### src/rtl/efuse_sched.sv
`default_nettype none
// ============================================================================
// Module   : efuse_sched
// Purpose  : Shares the eFuse controller between boot, host and debug ports.
//            Optional sticky program lock: EFUSE_SCHED_PGM_LOCK_EN.
// Revision : 1.0
// ============================================================================
module efuse_sched #(
  parameter int CMD_HOLD   = 4,
  parameter int GAP_CYC    = 4,
  parameter int RD_TIMEOUT = 1023,
  parameter int PGM_WAIT   = 2047,
  parameter int BOOT_EN    = 1
) (
  input  logic        i_clk,
  input  logic        i_rstn,
  input  logic        i_host_req,
  input  logic [1:0]  i_host_op,
  output logic        o_host_ack,
  input  logic        i_dbg_req,
  input  logic [1:0]  i_dbg_op,
  output logic        o_dbg_ack,
  output logic [63:0] o_rsp_rdata,
  output logic        o_rsp_err,
  output logic        o_ef_cmd_read,
  output logic        o_ef_cmd_pgm,
  output logic        o_ef_cmd_init,
  input  logic        i_ef_read_done,
  input  logic [63:0] i_ef_rdata,
  input  logic        i_ef_read_fail,
  output logic [63:0] o_shadow,
  output logic        o_shadow_vld,
  output logic        o_busy
);

  typedef enum logic [2:0] {
    S_IDLE     = 3'd0,
    S_BOOT     = 3'd1,
    S_ISSUE    = 3'd2,
    S_WAIT_RD  = 3'd3,
    S_WAIT_PGM = 3'd4,
    S_RESP     = 3'd5,
    S_GAP      = 3'd6
  } state_t;

  localparam logic [1:0]  c_OP_READ   = 2'b00;
  localparam logic [1:0]  c_OP_PGM    = 2'b01;
  localparam logic [1:0]  c_OP_INIT   = 2'b10;
  localparam logic [1:0]  c_OP_RSVD   = 2'b11;
  localparam logic [15:0] c_HOLD_LAST = 16'(CMD_HOLD - 1);
  localparam logic [15:0] c_GAP_LAST  = 16'(GAP_CYC - 1);
  localparam logic [15:0] c_RD_LAST   = 16'(RD_TIMEOUT - 1);
  localparam logic [15:0] c_PGM_LAST  = 16'(PGM_WAIT - 1);
  localparam state_t      c_RST_STATE = (BOOT_EN != 0) ? S_BOOT : S_IDLE;

  state_t      state_q, state_d;
  logic [15:0] cnt_q, cnt_d;
  logic [1:0]  op_q, op_d;
  logic        dbg_sel_q, dbg_sel_d;
  logic        boot_q, boot_d;
  logic        last_dbg_q, last_dbg_d;
  logic        host_blk_q, host_blk_d;
  logic        dbg_blk_q, dbg_blk_d;
  logic [63:0] rdata_q, rdata_d;
  logic        err_q, err_d;
  logic [63:0] shadow_q, shadow_d;
  logic        shadow_vld_q, shadow_vld_d;
  logic        busy_q;

  logic        w_host_ok, w_dbg_ok, w_pick_dbg;
  logic [1:0]  w_op;
  logic        w_lock_set, w_pgm_locked;
  logic        w_host_ack, w_dbg_ack, w_issue;

  // A requester must drop its req once after an ack before it is eligible again
  assign w_host_ok  = i_host_req && !host_blk_q;
  assign w_dbg_ok   = i_dbg_req && !dbg_blk_q;
  assign w_host_ack = (state_q == S_RESP) && !boot_q && !dbg_sel_q;
  assign w_dbg_ack  = (state_q == S_RESP) && !boot_q && dbg_sel_q;
  assign host_blk_d = w_host_ack | (host_blk_q & i_host_req);
  assign dbg_blk_d  = w_dbg_ack | (dbg_blk_q & i_dbg_req);

  always_comb begin
    state_d      = state_q;
    op_d         = op_q;
    dbg_sel_d    = dbg_sel_q;
    boot_d       = boot_q;
    last_dbg_d   = last_dbg_q;
    rdata_d      = rdata_q;
    err_d        = err_q;
    shadow_d     = shadow_q;
    shadow_vld_d = shadow_vld_q;
    w_lock_set   = 1'b0;
    w_pick_dbg   = 1'b0;
    w_op         = i_host_op;
    case (state_q)
      S_BOOT: begin
        boot_d  = 1'b1;
        op_d    = c_OP_READ;
        state_d = S_ISSUE;
      end
      S_IDLE: begin
        if (w_host_ok || w_dbg_ok) begin
          w_pick_dbg = w_dbg_ok && (!w_host_ok || !last_dbg_q);
          w_op       = w_pick_dbg ? i_dbg_op : i_host_op;
          op_d       = w_op;
          dbg_sel_d  = w_pick_dbg;
          last_dbg_d = w_pick_dbg;
          if (w_op == c_OP_RSVD || (w_op == c_OP_PGM && w_pgm_locked)) begin
            state_d = S_RESP;
            err_d   = 1'b1;
            rdata_d = '0;
          end else begin
            state_d = S_ISSUE;
          end
        end
      end
      S_ISSUE: begin
        if (cnt_q == c_HOLD_LAST) begin
          if (op_q == c_OP_PGM) begin
            state_d      = S_WAIT_PGM;
            shadow_vld_d = 1'b0;
          end else begin
            state_d = S_WAIT_RD;
          end
        end
      end
      S_WAIT_RD: begin
        // Done wins over a timeout landing in the same cycle
        if (i_ef_read_done) begin
          if (op_q == c_OP_READ || !i_ef_read_fail) begin
            shadow_d     = i_ef_rdata;
            shadow_vld_d = 1'b1;
          end
          if (!boot_q) begin
            rdata_d = i_ef_rdata;
            err_d   = (op_q == c_OP_INIT) && i_ef_read_fail;
          end
          state_d = S_RESP;
        end else if (cnt_q == c_RD_LAST) begin
          if (!boot_q) begin
            rdata_d = '0;
            err_d   = 1'b1;
          end
          state_d = S_RESP;
        end
      end
      S_WAIT_PGM: begin
        if (cnt_q == c_PGM_LAST) begin
          rdata_d    = '0;
          err_d      = 1'b0;
          w_lock_set = 1'b1;
          state_d    = S_RESP;
        end
      end
      S_RESP: begin
        state_d = S_GAP;
      end
      S_GAP: begin
        if (cnt_q == c_GAP_LAST) begin
          boot_d  = 1'b0;
          state_d = S_IDLE;
        end
      end
      default: begin
        state_d = S_IDLE;
      end
    endcase
  end

  assign cnt_d = (state_d != state_q) ? '0 : cnt_q + 16'd1;

  always_ff @(posedge i_clk or negedge i_rstn) begin
    if (!i_rstn) begin
      state_q      <= c_RST_STATE;
      cnt_q        <= '0;
      op_q         <= c_OP_READ;
      dbg_sel_q    <= 1'b0;
      boot_q       <= 1'b0;
      last_dbg_q   <= 1'b1;
      host_blk_q   <= 1'b0;
      dbg_blk_q    <= 1'b0;
      rdata_q      <= '0;
      err_q        <= 1'b0;
      shadow_q     <= '0;
      shadow_vld_q <= 1'b0;
      busy_q       <= 1'b0;
    end else begin
      state_q      <= state_d;
      cnt_q        <= cnt_d;
      op_q         <= op_d;
      dbg_sel_q    <= dbg_sel_d;
      boot_q       <= boot_d;
      last_dbg_q   <= last_dbg_d;
      host_blk_q   <= host_blk_d;
      dbg_blk_q    <= dbg_blk_d;
      rdata_q      <= rdata_d;
      err_q        <= err_d;
      shadow_q     <= shadow_d;
      shadow_vld_q <= shadow_vld_d;
      busy_q       <= (state_d != S_IDLE);
    end
  end

`ifdef EFUSE_SCHED_PGM_LOCK_EN
  logic lock_q;
  always_ff @(posedge i_clk or negedge i_rstn) begin
    if (!i_rstn) begin
      lock_q <= 1'b0;
    end else if (w_lock_set) begin
      lock_q <= 1'b1;
    end
  end
  assign w_pgm_locked = lock_q;
`else
  logic w_unused_lock;
  assign w_unused_lock = w_lock_set;
  assign w_pgm_locked  = 1'b0;
`endif

  assign w_issue       = (state_q == S_ISSUE);
  assign o_ef_cmd_read = w_issue && (op_q == c_OP_READ);
  assign o_ef_cmd_pgm  = w_issue && (op_q == c_OP_PGM);
  assign o_ef_cmd_init = w_issue && (op_q == c_OP_INIT);
  assign o_host_ack    = w_host_ack;
  assign o_dbg_ack     = w_dbg_ack;
  assign o_rsp_rdata   = rdata_q;
  assign o_rsp_err     = err_q;
  assign o_shadow      = shadow_q;
  assign o_shadow_vld  = shadow_vld_q;
  assign o_busy        = busy_q;

endmodule
`default_nettype wire

### config.mk
export PLATFORM = sky130hd
export DESIGN_NAME = efuse_sched
export DESIGN_NICKNAME = d
export VERILOG_FILES = /design/src/rtl/efuse_sched.sv
export SDC_FILE = /design/constraint.sdc
export NUM_CORES = 1
export LEC_CHECK = 0
export ABC_AREA = 1
export CORE_MARGIN = 5
export CORE_UTILIZATION = 50
export CTS_BUF_LIST = sky130_fd_sc_hd__clkbuf_4
export DETAILED_ROUTE_END_ITERATION = 12
export PLACE_DENSITY = 0.91
export SKIP_CTS_REPAIR_TIMING = 1
export SLEW_MARGIN = 20
export SYNTH_ARGS = -nofsm -noshare
export SYNTH_HDL_FRONTEND = slang
export SYNTH_SLANG_ARGS = --single-unit
### constraint.sdc
create_clock -name i_clk -period 2.61 [get_ports i_clk]
set_input_delay 0.522 -clock i_clk [delete_from_list [all_inputs] [get_ports i_clk]]
set_output_delay 0.522 -clock i_clk [all_outputs]
set_load 0.005 [all_outputs]
## Yosys cells after proc, flatten, opt, wreduce, memory -nomap -nowiden

Index checks and enable logic that the tools add are counted.

- Register bits: 157
- Bits of input ports: 74
- Output and inout port bits: 136
- Logic and storage cells: 110

- $add $sub $neg: 1
- Eq/ne operators: 23
- Multiplexer cells: 36
- Bitwise gates (word level): 4
- Reduce and logical (&&, ||, !) cells: 33

Operators by type and width:

| operator | number |
|---|---|
| $mux W64 | 7 |
| $pmux W64 S3 | 1 |
| $mux W3 | 8 |
| $pmux W3 S7 | 1 |
| $add A16 B1 Y16 const B | 1 |
| $eq A16 B10 Y1 const B | 1 |
| $eq A16 B11 Y1 const B | 1 |
| $eq A16 B2 Y1 const B | 1 |
| $mux W16 | 1 |
| $ne A2 B2 Y1 const B | 7 |
| $mux W1 | 12 |
| $logic_and A1 B1 Y1 | 10 |
| $eq A3 B3 Y1 const B | 3 |
| $logic_not A1 Y1 | 7 |
| $eq A3 B2 Y1 const B | 2 |
| $reduce_and A2 Y1 | 3 |
| $reduce_and A6 Y1 | 1 |
| $reduce_bool A2 Y1 | 3 |
| $reduce_bool A3 Y1 | 2 |
| $reduce_and A5 Y1 | 1 |
| $eq A2 B2 Y1 const B | 2 |
| $mux W2 | 2 |
| $ne A2 B1 Y1 const B | 2 |
| $pmux W1 S2 | 2 |
| 12 further kinds | 16 |

## Depth between registers and ports, before layout

Gate-level depths: netlist of the first run.

- Depth after elaboration: 12
- Gate-level depth with buffers: 13

## Worst setup path after synthesis of the first run

Ideal clock, no wire load.

- Path type: input to register
- From: in i_dbg_req
- To: reg rdata_q[58] (netlist: o_rsp_rdata[58])
- Library setup time: 0.118 ns
- Arrival time: 1.574 ns
- Data required time: 2.492 ns
- Path slack: 0.918 ns
- Cell stages on the path: 11
- Path buffers: 2
- Cells stage by stage: inv_1 nor2_2 nand3_1 nand2_1 nand2_1 o21bai_1 nand3_2 buf_6 buf_6 nand2_2 o21ai_2

- Longest elaborated chain between the ends: 6

RTL lines:

| element | line | source |
|---|---|---|
| start, declared | 20 | `input logic i_dbg_req,` |
| $logic_and A1 B1 Y1 * | 77 | `assign w_dbg_ok = i_dbg_req && !dbg_blk_q;` |
| $logic_and A1 B1 Y1 | 104 | `w_pick_dbg = w_dbg_ok && (!w_host_ok \|\| !last_dbg_q);` |
| $mux W2 | 105 | `w_op = w_pick_dbg ? i_dbg_op : i_host_op;` |
| $eq A2 B2 Y1 | 109 | `if (w_op == c_OP_RSVD \|\| (w_op == c_OP_PGM && w_pgm_locked)) begin` |
| $ne A2 B2 Y1 (no source line) | n/a |  |
| $reduce_and A6 Y1 (no source line) * | n/a |  |
| end signal, assigned | 197 | `rdata_q <= rdata_d;` |
| end, declared | 64 | `logic [63:0] rdata_q, rdata_d;` |

Mark *: on every way between the ends. The rest lies on a longest branch, timed or not.
A chain may end at the register's enable or synchronous reset.

## Worst setup path in the final report of the first run

- From: reg state_q[1]
- To: out o_ef_cmd_pgm

- Longest elaborated chain between the ends: 2

RTL lines:

| element | line | source |
|---|---|---|
| start, declared | 56 | `state_t state_q, state_d;` |
| start signal, assigned | 175 | `state_q <= c_RST_STATE;` |
| start signal, assigned | 189 | `state_q <= state_d;` |
| $eq A3 B2 Y1 | 221 | `assign w_issue = (state_q == S_ISSUE);` |
| $logic_and A1 B1 Y1 | 223 | `assign o_ef_cmd_pgm = w_issue && (op_q == c_OP_PGM);` |
| end, declared | 26 | `output logic o_ef_cmd_pgm,` |

No other way between the ends.

==> results.ini, run 1 <==
[status]
status = complete, no violations

[placed_design]
place_hpwl_mm = 12.8
place_inst = 1078
place.gp.congestion = 0.859
port_buffers = 209
post-place-ws_ps = 182

[finish]
fin_cells = 1118
n_antenna_cell = 0
final_net_count = 1005
layout-drive-gt1-share_pct = 15.2
syn_to_final_growth_pct = 37.2
nFillCells = 957

[power_and_ir_drop]
powerDensity_nw_per_um2 = 923
p_leak_nw = 4.16
peakVddDrop_uv = 575

[clocking]
cts_tree = done
path_clk_slew_ps = 130
cts_sinks = 157
insertion_delay_ps = 560
cts_buffers = 17
cts.path.max_buffers = 2
root_buffer = clkbuf_4
ctsHtreeMaxLevel = 4

[die]
start_util_pct = 51.2
die_x_um = 127
io-pin-count = 210
die_area_um2 = 16100
die_h_um = 127
core_um2 = 13300
fp-row-count = 42

[global_route]
grt_pass1_vias = 5803
grt_usage_pct = 22.6
grt_pass1_wl_mm = 28.9
grt_max_degree = 77
grt-ovfl-total = 0
antenna_found_initial = 0

[route]
drt_iter0_drc = 509
via_per_inst = 5.19
ant_nets = 0
dr.pass1.iters = 5
wl_per_cell_um = 16.2
vias = 5807
drc = 0
wl_mm = 18.1

[synthesis]
yosysSeqAreaShare_pct = 57.5
yosysTopAreaCellShare_pct = 56.8
ys_warn_count = 0
avgSynthCellArea_um2 = 9.53
synthArstFlopShare_pct = 100
syn-cell-area_um2 = 6830
synth.distinct_cells = 33
ys_ff_latch = 157
synthesis.nets = 793
yosysTopAreaCell = dfrtp_1
synth_ff_type = dfrtp_1
synth_enable_flop_cells = 0
netlist_instances = 717
synth_area_leaders = dfrtp_1, nand2_1, o21ai_1

[setup_path]
crit_type = reg -> out
crit_path_start_kind = flip-flop
cp.arrival_ps = 1940
cp_max_fo = 7
critPathRequiredTime_ps = 2090
worst_setup_path_end_kind = primary output

[sta]
fin_crit_sh_pct = 94.5
relSlewSlack_pct = 60.1
setup_viol = 0
timing.hold.ws_ps = 483
rsz0062_at_grt = false
hold_violations = 0
final.setup_skew_ps = 19.4
max_slew.worst_pin.slew_ps = 598
fmax_ghz = 0.405
slew_violations = 0
fin_crit_ps = 2470
setup_slack_ps = 144

[run]
maxCapViolCount = 0

[hold_path]
hold_path.class = reg -> reg

## cells by family (layout without fill, tap and decap cells)
family                     after synthesis  after routing  synth area share [%]
DFF                                    157            157                  57.5
and+or+nand+nor                        324            324                  21.3
AOI/OAI and AO/OA                      149            149                  12.9
xor gates and xnor gates                10             10                  1.28
buffers and inverters                   75            300                  6.61
adders and majority gates                2              2                 0.366
## per-stage QoR
step	TNS, ps	area [µm²]	total power, W	utilization [%]
6_report	0	9380	0.00866	70.2
3_3_place_gp	0	9000	0.00706	67.4
5_1_grt	0	9380	0.00919	70.2
4_1_cts	-743	9280	0.00864	69.5
2_1_floorplan	0	6830	0.00537	-
3_5_place_dp	0	9000	0.00720	67.4
## synth_stat cells, types with 3 or more instances
library cell  instances
nand2_2               9
clkbuf_1             10
dfrtp_1             155
inv_2                10
o21ai_2              35
buf_4                 6
xnor2_1               3
nand4_1               3
a21oi_1               5
nor2_4               13
o21ai_1              84
o21ai_0              22
nor2_1               30
buf_2                 3
nand2_1             229
nor3_1                5
nor2_2                9
nand3_1              16
buf_6                17
inv_1                28
xor2_1                7
nand3_2               3
## cells in the final DEF, fill, tap and decap left out, types with 8 or more instances in the layout
cell | netlist | final
nor2_1 | 30 | 28
nor2_2 | 9 | 8
nor2_4 | 13 | 16
nand2_2 | 9 | 9
nand2_1 | 229 | 229
nand3_1 | 16 | 15
dfrtp_1 | 155 | 154
inv_2 | 10 | 10
clkbuf_4 | 0 | 18
clkdlybuf4s50_1 | 0 | 204
inv_1 | 28 | 28
o21ai_1 | 84 | 84
o21ai_2 | 35 | 35
o21ai_0 | 22 | 22
buf_4 | 6 | 17
## report_power, final
group | internal, W | total (W) | switching (W)
logic | 0.00181 | 0.00365 | 0.00183
registers | 0.00314 | 0.00356 | 0.000423
clock network | 0.000580 | 0.00144 | 0.000863
## path summary, 6_finish.rpt
check	start	end	slack, ps	cells past startpoint
worst max-delay path	state_q[1]$_DFF_PN0_	o_ef_cmd_pgm	140	5
worst min-delay path	last_dbg_q$_DFFE_PN1P_	last_dbg_q$_DFFE_PN1P_	480	2
worst max register to register	state_q[2]$_DFF_PN0_	o_rsp_rdata[6]$_DFFE_PN0P_	480	10
worst min register to register	last_dbg_q$_DFFE_PN1P_	last_dbg_q$_DFFE_PN1P_	480	2
max in group asynchronous	i_rstn	o_rsp_rdata[28]$_DFFE_PN0P_	1400	3
min in group asynchronous	i_rstn	o_rsp_rdata[10]$_DFFE_PN0P_	500	2
## metal layers
metal | global-route usage [%] | wire length (µm) | vias to the layer above
li1 | - | - | 2739
met5 | 0 | 0 | -
met4 | 11.1 | 646 | 0
met1 | 29.0 | 7410 | 2752
met2 | 36.1 | 8710 | 266
met3 | 5.38 | 1350 | 50
## state kept, by name, indices dropped and copies added (netlist names)
signal	cells
boot_q	1
o_shadow	64
cnt_q	16
o_busy	1
state_q	3
o_rsp_err	1
o_shadow_vld	1
dbg_sel_q	1
dbg_blk_q	1
o_rsp_rdata	64
host_blk_q	1
op_q	2
last_dbg_q	1
## critical path, stage by stage, from the launching register on
cell and delay, ps:
dfrtp_2 510, nand2_4 110, nor2_4 110, nand2_1 90
inv_1 80, clkdlybuf4s50_1 500
## area by class of cell
class	count	area (µm²)	share of cell area, %
clock buffers	18	135	1.44
multi-input cells	485	2500	26.7
repair buffers	230	2300	24.5
flip-flops and latches	157	3930	41.9
well taps	176	220	2.35
clock inverters	14	144	1.53
inverters	38	143	1.52
Note: power is estimated with default switching activity, not from simulation.
==> run 2: changes to the inputs <==
CTS_BUF_LIST = not set   (was sky130_fd_sc_hd__clkbuf_4)
==> results.ini, run 2 (synthesized netlist as in run 1, its figures left out) <==
[die]
core_um2 = 13300  ; unchanged
die_h_um = 127  ; unchanged
die_area_um2 = 16100  ; unchanged
die_x_um = 127  ; unchanged
io-pin-count = 210  ; unchanged
fp-row-count = 42  ; unchanged
start_util_pct = 51.2  ; unchanged

[setup_path]
cp_cell_sequence = inv_2 > nor2_4 > nand3_2 > nor2_1 > clkdlybuf4s50_1
worst_setup_path_end_kind = primary output
slowest_stage = dfstp_2
crit_type = reg -> out
critPathRequiredTime_ps = 2090  ; about the same
cp_max_fo = 5  ; -2
slowest_delay_ps = 560  ; +50 ps
crit_path_start_kind = flip-flop
cp.arrival_ps = 1960  ; +20 ps

[clocking]
cts_sinks = 157  ; unchanged
ctsHtreeMaxLevel = 4  ; unchanged
cts.path.max_buffers = 2  ; unchanged
insertion_delay_ps = 420  ; -140 ps
path_clk_slew_ps = 60  ; -70 ps
root_buffer = clkbuf_16
cts_tree = done
cts_buffers = 17  ; unchanged

[placed_design]
place_inst = 1078  ; unchanged
place_hpwl_mm = 12.8  ; unchanged
place.gp.congestion = 0.859  ; unchanged
port_buffers = 209  ; unchanged

[hold_path]
hold_path.class = in -> async

[run]
maxCapViolCount = 0  ; unchanged

[global_route]
grt_pass1_wl_mm = 29.6  ; +2.2%
grt_max_degree = 77  ; unchanged
grt_usage_pct = 23.1  ; +0.46 points
antenna_found_initial = 0  ; unchanged
grt_pass1_vias = 5856  ; +0.91%
grt-ovfl-total = 0  ; unchanged

[power_and_ir_drop]
powerDensity_nw_per_um2 = 997  ; +8.0%
peakVddDrop_uv = 680  ; +18%
p_total_w = 0.00957  ; +11%
p_leak_nw = 4.20  ; +1.1%

[sta]
hold_violations = 0  ; unchanged
fin_crit_sh_pct = 95.2  ; +0.67 points
fmax_ghz = 0.403  ; -0.70%
setup_viol = 0  ; unchanged
tns_ps = 0  ; unchanged
slew_violations = 0  ; unchanged
max_slew.worst_pin.slew_ps = 597  ; -0.957 ps
final.setup_skew_ps = 12.1  ; -7.30 ps
rsz0062_at_grt = false
relSlewSlack_pct = 60.2  ; +0.064 points
fin_crit_ps = 2480  ; +17.4 ps

[finish]
n_antenna_cell = 0  ; unchanged
final_net_count = 998  ; -0.70%
layout-drive-gt1-share_pct = 14.5  ; -0.64 points
fin_cells = 1111  ; -0.63%
final_common_cell = nand2_1
syn_to_final_growth_pct = 40.5
final_cell_mix = nand2_1, clkdlybuf4s50_1, dfrtp_1

[route]
vias = 5780  ; -0.46%
drt_iter0_drc = 474  ; -6.9%
dr.pass1.iters = 6  ; +1
ant_nets = 0  ; unchanged
drc = 0  ; unchanged
wl_per_cell_um = 16.5  ; +1.6%
via_per_inst = 5.20  ; +0.16%
wl_mm = 18.3  ; +0.99%

[status]
status = complete, no violations

run 2: cell count changes in the layout (fill, tap and decap cells not counted), sizes merged:
cell | before | now
buf | 21 | 15
dlymetal6s2s | 4 | 1
clkbuf | 18 | 19
clkdlybuf4s50 | 204 | 207
dlygate4sd3 | 1 | 0
clkinv | 9 | 8
run 2: per-layer routing:
metal  wire [µm]  track usage [%]  up-vias  part of all wire, %
met2        8850             37.5      254                   48
met5           0                0        -                    0
met3        1390             5.63       42                  7.6
met4         596             10.2        0                  3.3
li1            -                -     2735                    -
met1        7460             29.4     2749                   41
run 2: area by class of cell:
class | instances | area, µm²
inverters | 38 | 143
clock inverters | 13 | 140
fillers | 928 | 3740
flip-flops and latches | 157 | 3930
clock buffers | 19 | 443
repair buffers | 223 | 2240
well taps | 176 | 220
multi-input cells | 485 | 2490
run 2: through the flow:
stage          setup WS, ps  hold slack (ps)  instance area, µm²  util, %
2_1_floorplan           918              226                6830        -
3_3_place_gp            245              461                9000     67.4
3_5_place_dp            182              467                9000     67.4
4_1_cts                -137             93.2                9580     71.8
5_1_grt                4.46              120                9600     71.9
6_report                126             76.3                9600     71.9
run 2: path summary, 6_finish.rpt:
| check | from | end | slack, ps | cells past startpoint |
|---|---|---|---|---|
| min in group i_clk | last_dbg_q$_DFFE_PN1P_ | last_dbg_q$_DFFE_PN1P_ | 470 | 2 |
| worst max register to register | state_q[0]$_DFF_PN1_ | o_rsp_rdata[3]$_DFFE_PN0P_ | 570 | 9 |
| max in group asynchronous | i_rstn | o_rsp_rdata[28]$_DFFE_PN0P_ | 1830 | 2 |
| worst min-delay path | i_rstn | o_rsp_rdata[10]$_DFFE_PN0P_ | 80 | 1 |
| worst min register to register | last_dbg_q$_DFFE_PN1P_ | last_dbg_q$_DFFE_PN1P_ | 470 | 2 |
| worst max-delay path | state_q[0]$_DFF_PN1_ | o_host_ack | 130 | 5 |
run 2: where the power goes:
| part | switching, W | total (W) | internal [W] | leakage, nW |
|---|---|---|---|---|
| clock | 0.000969 | 0.00241 | 0.00144 | 0.287 |
| sequential | 0.000433 | 0.00359 | 0.00315 | 2.07 |
| combinational | 0.00180 | 0.00358 | 0.00178 | 1.84 |
run 2: worst max-delay path: cells and delay by family, from the launching register on:
kind | cells | cell delay (ps)
flops | 1 | 560
buf+inv | 2 | 600
simple gates | 3 | 390
